`src/rtl/ct_pkg.sv`:
```
// rtl/ct_pkg.sv - shared constants and ciphertext types for the BFV/RLWE datapath
package ct_pkg;

  localparam int N_SLOTS_L = 8;
  localparam int W_BITS_L  = 16;
  localparam logic [W_BITS_L-1:0] Q_MOD = 16'd7710;
  localparam int T_MOD = 257;
  localparam int DELTA = 30;

  // Slot 0 lives in the least significant W bits.
  typedef logic [N_SLOTS_L-1:0][W_BITS_L-1:0] vec_t;

  typedef struct packed {
    vec_t A;
    vec_t B;
  } CT_t;

endpackage

```
`src/rtl/mod_add.sv`:
```
// rtl/mod_add.sv - combinational single-slot (a + b) mod QP
module mod_add #(
  parameter int W = 16,
  parameter logic [W-1:0] QP = 16'd7710
) (
  input  logic [W-1:0] a,
  input  logic [W-1:0] b,
  output logic [W-1:0] y
);

  logic [W:0] s;
  logic [W:0] r;

  // One conditional subtraction suffices when both operands are below QP.
  always_comb begin
    s = {1'b0, a} + {1'b0, b};
    r = (s >= {1'b0, QP}) ? (s - {1'b0, QP}) : s;
  end

  assign y = r[W-1:0];

endmodule

```
`src/rtl/ct_ct_add_reg.sv`:
```
// rtl/ct_ct_add_reg.sv - registered ciphertext + ciphertext adder; CT_ADD_RANGE_CHK_EN adds range_err
module ct_ct_add_reg
  import ct_pkg::*;
#(
  parameter logic [W_BITS_L-1:0] QP = Q_MOD
) (
  input  logic clk,
  input  logic rst,
  input  logic in_valid,
  input  CT_t  in_ct1,
  input  CT_t  in_ct2,
  output logic out_valid,
  output CT_t  out_ct
`ifdef CT_ADD_RANGE_CHK_EN
  ,
  output logic range_err
`endif
);

  CT_t  sum_ct;
  CT_t  out_ct_d, out_ct_q;
  logic out_valid_d, out_valid_q;

  for (genvar i = 0; i < N_SLOTS_L; i++) begin : g_slot
    mod_add #(.W(W_BITS_L), .QP(QP)) u_add_a (
      .a(in_ct1.A[i]),
      .b(in_ct2.A[i]),
      .y(sum_ct.A[i])
    );
    mod_add #(.W(W_BITS_L), .QP(QP)) u_add_b (
      .a(in_ct1.B[i]),
      .b(in_ct2.B[i]),
      .y(sum_ct.B[i])
    );
  end

  always_comb begin
    out_valid_d = in_valid;
    out_ct_d    = in_valid ? sum_ct : out_ct_q;
  end

  always_ff @(posedge clk) begin
    if (rst) begin
      out_valid_q <= 1'b0;
      out_ct_q    <= '0;
    end else begin
      out_valid_q <= out_valid_d;
      out_ct_q    <= out_ct_d;
    end
  end

  assign out_valid = out_valid_q;
  assign out_ct    = out_ct_q;

`ifdef CT_ADD_RANGE_CHK_EN
  logic any_ge;
  logic range_err_d, range_err_q;

  always_comb begin
    any_ge = 1'b0;
    for (int i = 0; i < N_SLOTS_L; i++) begin
      if ((in_ct1.A[i] >= QP) || (in_ct1.B[i] >= QP) ||
          (in_ct2.A[i] >= QP) || (in_ct2.B[i] >= QP)) begin
        any_ge = 1'b1;
      end
    end
    range_err_d = in_valid ? any_ge : range_err_q;
  end

  always_ff @(posedge clk) begin
    if (rst) begin
      range_err_q <= 1'b0;
    end else begin
      range_err_q <= range_err_d;
    end
  end

  assign range_err = range_err_q;
`endif

endmodule

```
`config.mk`:
```
export PLATFORM = sky130hd
export DESIGN_NAME = ct_ct_add_reg
export DESIGN_NICKNAME = d
export VERILOG_FILES = /design/src/rtl/ct_pkg.sv /design/src/rtl/mod_add.sv /design/src/rtl/ct_ct_add_reg.sv
export SDC_FILE = /design/constraint.sdc
export NUM_CORES = 1
export LEC_CHECK = 0
export CAP_MARGIN = 20
export CORE_AREA = 2 2 298 300
export DETAILED_ROUTE_END_ITERATION = 6
export DIE_AREA = 0 0 300 302
export SYNTH_ARGS = -nofsm -noshare
export SYNTH_HDL_FRONTEND = slang
export SYNTH_HIERARCHICAL = 1
export SYNTH_SLANG_ARGS = --single-unit
```
`constraint.sdc`:
```
create_clock -name clk -period 3 [get_ports clk]
set_input_delay 0.3 -clock clk [delete_from_list [all_inputs] [get_ports clk]]
set_output_delay 0.3 -clock clk [all_outputs]
set_load 0.03 [all_outputs]
```
==> flow_summary.yaml, run 1 <==
pwr:
  power_density_nw_per_um2: 465
  p_clk_share_pct: 18.1
  comb_power_share_pct: 63.5
  ir_drop_mv: 0.291
  cellLeakagePower_nw: 22.9
  p_sw_share_pct: 40.7
  p_sw_w: 0.00967
  p_int_w: 0.0141
  power_frac_seq_pct: 18.5
clocking:
  htreeDepth: 2
  cts_buffers: 34
  cts_sinks: 257
  clock_latency_ps: 560
  cts_tree: "done"
  cts-root-buf: "clkbuf_16"
  clk_pin_slew_ps: 60
  clock_path_buffers: 3
global_route:
  grt_pass1_wl_um: 183000
  first_global_vias: 32500
  grt_use_total_pct: 25.2
  antenna_found_initial: 16
  grt_max_degree: 82
  grt-ovfl-total: 0
critical_path:
  endpoint: "out_ct[130]$_SDFFE_PP0P_"
  regToRegStartpoint: "out_ct[122]$_SDFFE_PP0P_"
  startpoint_type: "input pin"
  critPathArrivalTime_ps: 3390
  crit_fanout: 4
  reg2reg_depth: 2
  regToRegEndpoint: "out_ct[122]$_SDFFE_PP0P_"
  r2r_slack_ps: 2300
  cp.required_ps: 3420
  end_kind: "flip-flop"
  crit_type: "in -> reg"
  timing.critical_path.from: "in_ct1[135]"
timing:
  slew_viol_final: 0
  clock_skew_ps: 0
  fin_crit_sh_pct: 99.0
  setup_violations: 0
  slew_headroom_pct: 47.7
  fin_crit_ps: 2970
  max_clock_freq_mhz: 337
  worst_slew_pin_slew_ps: 785
  hold_viol: 0
  rsz0062_at_grt: "true"
cells_and_area:
  area_delta_synth_final_pct: 66.4
  drive_gt1_share_pct: 31.9
  post-route-cell-area_um2: 51100
  nets: 6171
  postLayoutCoreUtil_pct: 58.4
  stdcell_count: 6570
logic_synthesis:
  synth-edff-count: 0
  ys_ff_latch: 257
  ys_types: 95
  synth_cells: 3557
  synth_warnings: 6
  yosys_most_used_dff: "dfxtp_1"
  ys_seq_area_share_pct: 16.7
  synth_fp_nets: 4360
  ys_async_sr_fraction_pct: 0
  syn_area_per_cell_um2: 8.64
  syn-cell-area_um2: 30700
detailed_routing:
  avgViaCountPerCell: 5.16
  vias: 33900
  drtPass1Iterations: 5
  drt-total-wl_um: 123000
  drt_iter0_drc: 1426
  drt-wirelength-per-cell_um: 18.7
  remaining_drc_errors: 0
  antenna_left: 0
worst_hold_path:
  min_path_type: "in -> reg"
place:
  place_area_um2: 47300
  dpl.hpwl_um: 102000
  place.gp.congestion: 0.940
  portBuffers: 771
  place_inst: 6394
die:
  std_cell_rows: 109
  core_um2: 87600
  dieHeight_um: 302
  dieArea_um2: 90600
  initial_utilization_pct: 35.1
  ios: 772
  dieWidth_um: 300
status:
  outcome: "completed"
run:
  maxCapViolations: 0
[worst max-delay path, stage by stage]
cell,delay (ps)
clkdlybuf4s50_1,480
ha_1,340
a21oi_1,200
o21ai_0,230
a31o_2,330
or3_4,390
a211o_4,380
nor2_4,220
mux2_4,320
mux2i_1,130
nor2_1,50
[what timing repair did]
item	4_1_cts	5_1_grt
setup buffers	31	73
setup endpoints to repair	62	231
hold buffers	0	0
pin swaps	71	262
hold endpoints to repair	0	0
cloned	0	2
gates resized for setup	72	319
[synth_stat cells (13+ instances only)]
library cell / n / area [um^2]
inv_1: 45 / 169
nand3_1: 74 / 370
buf_2: 32 / 160
a21oi_1: 154 / 771
a211oi_1: 42 / 315
o31ai_1: 48 / 360
nor3_1: 25 / 125
clkbuf_1: 48 / 180
a211oi_2: 21 / 263
buf_8: 24 / 360
o21bai_1: 31 / 233
xnor2_1: 224 / 1960
o31a_1: 15 / 131
fa_1: 16 / 320
o21ai_1: 54 / 270
nor4_1: 14 / 87.6
nand2_1: 178 / 668
o21ai_0: 168 / 841
o21a_1: 49 / 368
buf_6: 19 / 214
a21o_1: 92 / 691
mux2_1: 16 / 180
a211oi_4: 13 / 260
or2_2: 13 / 81.3
or3_1: 44 / 275
nand4_1: 16 / 100
nand3b_1: 24 / 180
o211a_1: 39 / 390
a31oi_1: 24 / 150
o211ai_1: 66 / 495
xor2_1: 129 / 1130
nor2_1: 425 / 1600
nor2b_1: 20 / 125
a2111oi_0: 18 / 158
dfxtp_1: 257 / 5140
ha_1: 272 / 3400
nor3b_1: 16 / 120
a211o_1: 56 / 490
and3_1: 55 / 344
nand2b_1: 37 / 231
and2_1: 23 / 144
mux2i_1: 284 / 2840
[per-stage QoR]
stage | total power [W] | hold slack [ps] | setup slack, ps | setup TNS (ps)
5_1_grt | 0.0251 | 163 | -91.2 | -496
6_report | 0.0238 | 160 | 30.8 | 0
3_3_place_gp | 0.0184 | 472 | -781 | -123310
4_1_cts | 0.0232 | 127 | -4.00 | -4.00
2_1_floorplan | 0.0124 | 574 | -33.0 | -60.9
3_5_place_dp | 0.0185 | 479 | -859 | -132120
[power groups by stage]
stage	Combinational, W	Sequential, W	Clock, W
CTS	0.0144	0.00438	0.00440
finish	0.0151	0.00439	0.00429
floorplan	0.00688	0.00549	0
detailed placement	0.0141	0.00444	0
global placement	0.0140	0.00444	0
global route	0.0162	0.00444	0.00452
[registers in the layout (all words and copies together), names as in the netlist]
signal and flops:
out_valid 1, out_ct 256
[cell usage in the layout (no fill, tap or decap), types with 22 or more instances in the layout]
cell / instances
a21oi_1: 147
o21bai_1: 31
nand3b_1: 24
and3_1: 50
o21ai_0: 154
a211oi_2: 30
xnor2_1: 200
a211oi_4: 25
ha_1: 225
o211a_1: 39
a21o_1: 82
o211ai_1: 66
o21a_1: 49
xor2_1: 116
and2_1: 23
a211o_1: 56
clkdlybuf4s50_1: 696
mux2i_1: 271
buf_6: 32
or3_1: 35
clkbuf_16: 35
nand3_1: 74
a31oi_1: 22
o31ai_1: 25
buf_4: 1101
o21ai_1: 61
nor3_4: 24
nor2_1: 422
dfxtp_1: 257
inv_1: 45
ha_4: 29
dlymetal6s2s_1: 67
xnor2_2: 23
nand2_1: 169
nand2b_1: 37
[how the worst min path moves through the flow]
stage | startpoint | end | slack (ps) | depth (start not counted)
after floorplan | in_ct2[0] | out_ct[0]$_SDFFE_PP0P_ | 570 | 3
after global placement | out_ct[226]$_SDFFE_PP0P_ | out_ct[226]$_SDFFE_PP0P_ | 470 | 2
after detailed placement | out_ct[242]$_SDFFE_PP0P_ | out_ct[242]$_SDFFE_PP0P_ | 480 | 2
after CTS | rst | out_ct[115]$_SDFFE_PP0P_ | 130 | 2
after global routing | rst | out_ct[123]$_SDFFE_PP0P_ | 160 | 2
final | rst | out_ct[111]$_SDFFE_PP0P_ | 160 | 2
[routing by layer]
| metal | wire (um) | GRT usage (%) | vias to the layer above |
|---|---|---|---|
| met5 | 57 | 0 | - |
| met4 | 3630 | 7.44 | 10 |
| met3 | 6430 | 4.62 | 177 |
| met2 | 61100 | 45.3 | 779 |
| met1 | 51900 | 30.5 | 15900 |
| li1 | - | - | 17000 |
[layout make-up]
class / count / area (um^2)
fillers: 7805 / 36400
multi-input cells: 3113 / 26400
repair buffers: 1917 / 16800
flip-flops and latches: 257 / 5140
well taps: 1165 / 1460
clock buffers: 45 / 963
clock inverters: 15 / 183
inverters: 45 / 169
diodes: 13 / 32.5
[logic make-up after synthesis]
family | share of synthesized area, %
buf+inv | 3.96
fa+ha+maj | 12.1
xor+xnor | 10.1
flops | 16.7
simple gates | 19.3
mux | 10.3
compound gates | 27.5
Power figures use the tool's default switching activity.
==> inputs of run 2 (changes only) <==
--- a/config.mk
+++ b/config.mk
@@ -5,6 +5,7 @@
 export SDC_FILE = /design/constraint.sdc
 export NUM_CORES = 1
 export LEC_CHECK = 0
+export ABC_CLOCK_PERIOD_IN_PS = 3000
 export CAP_MARGIN = 20
 export CORE_AREA = 2 2 298 300
 export DETAILED_ROUTE_END_ITERATION = 6
==> results of run 2 <==
The final DEF is identical to that of run 1; final timing and power are the same.
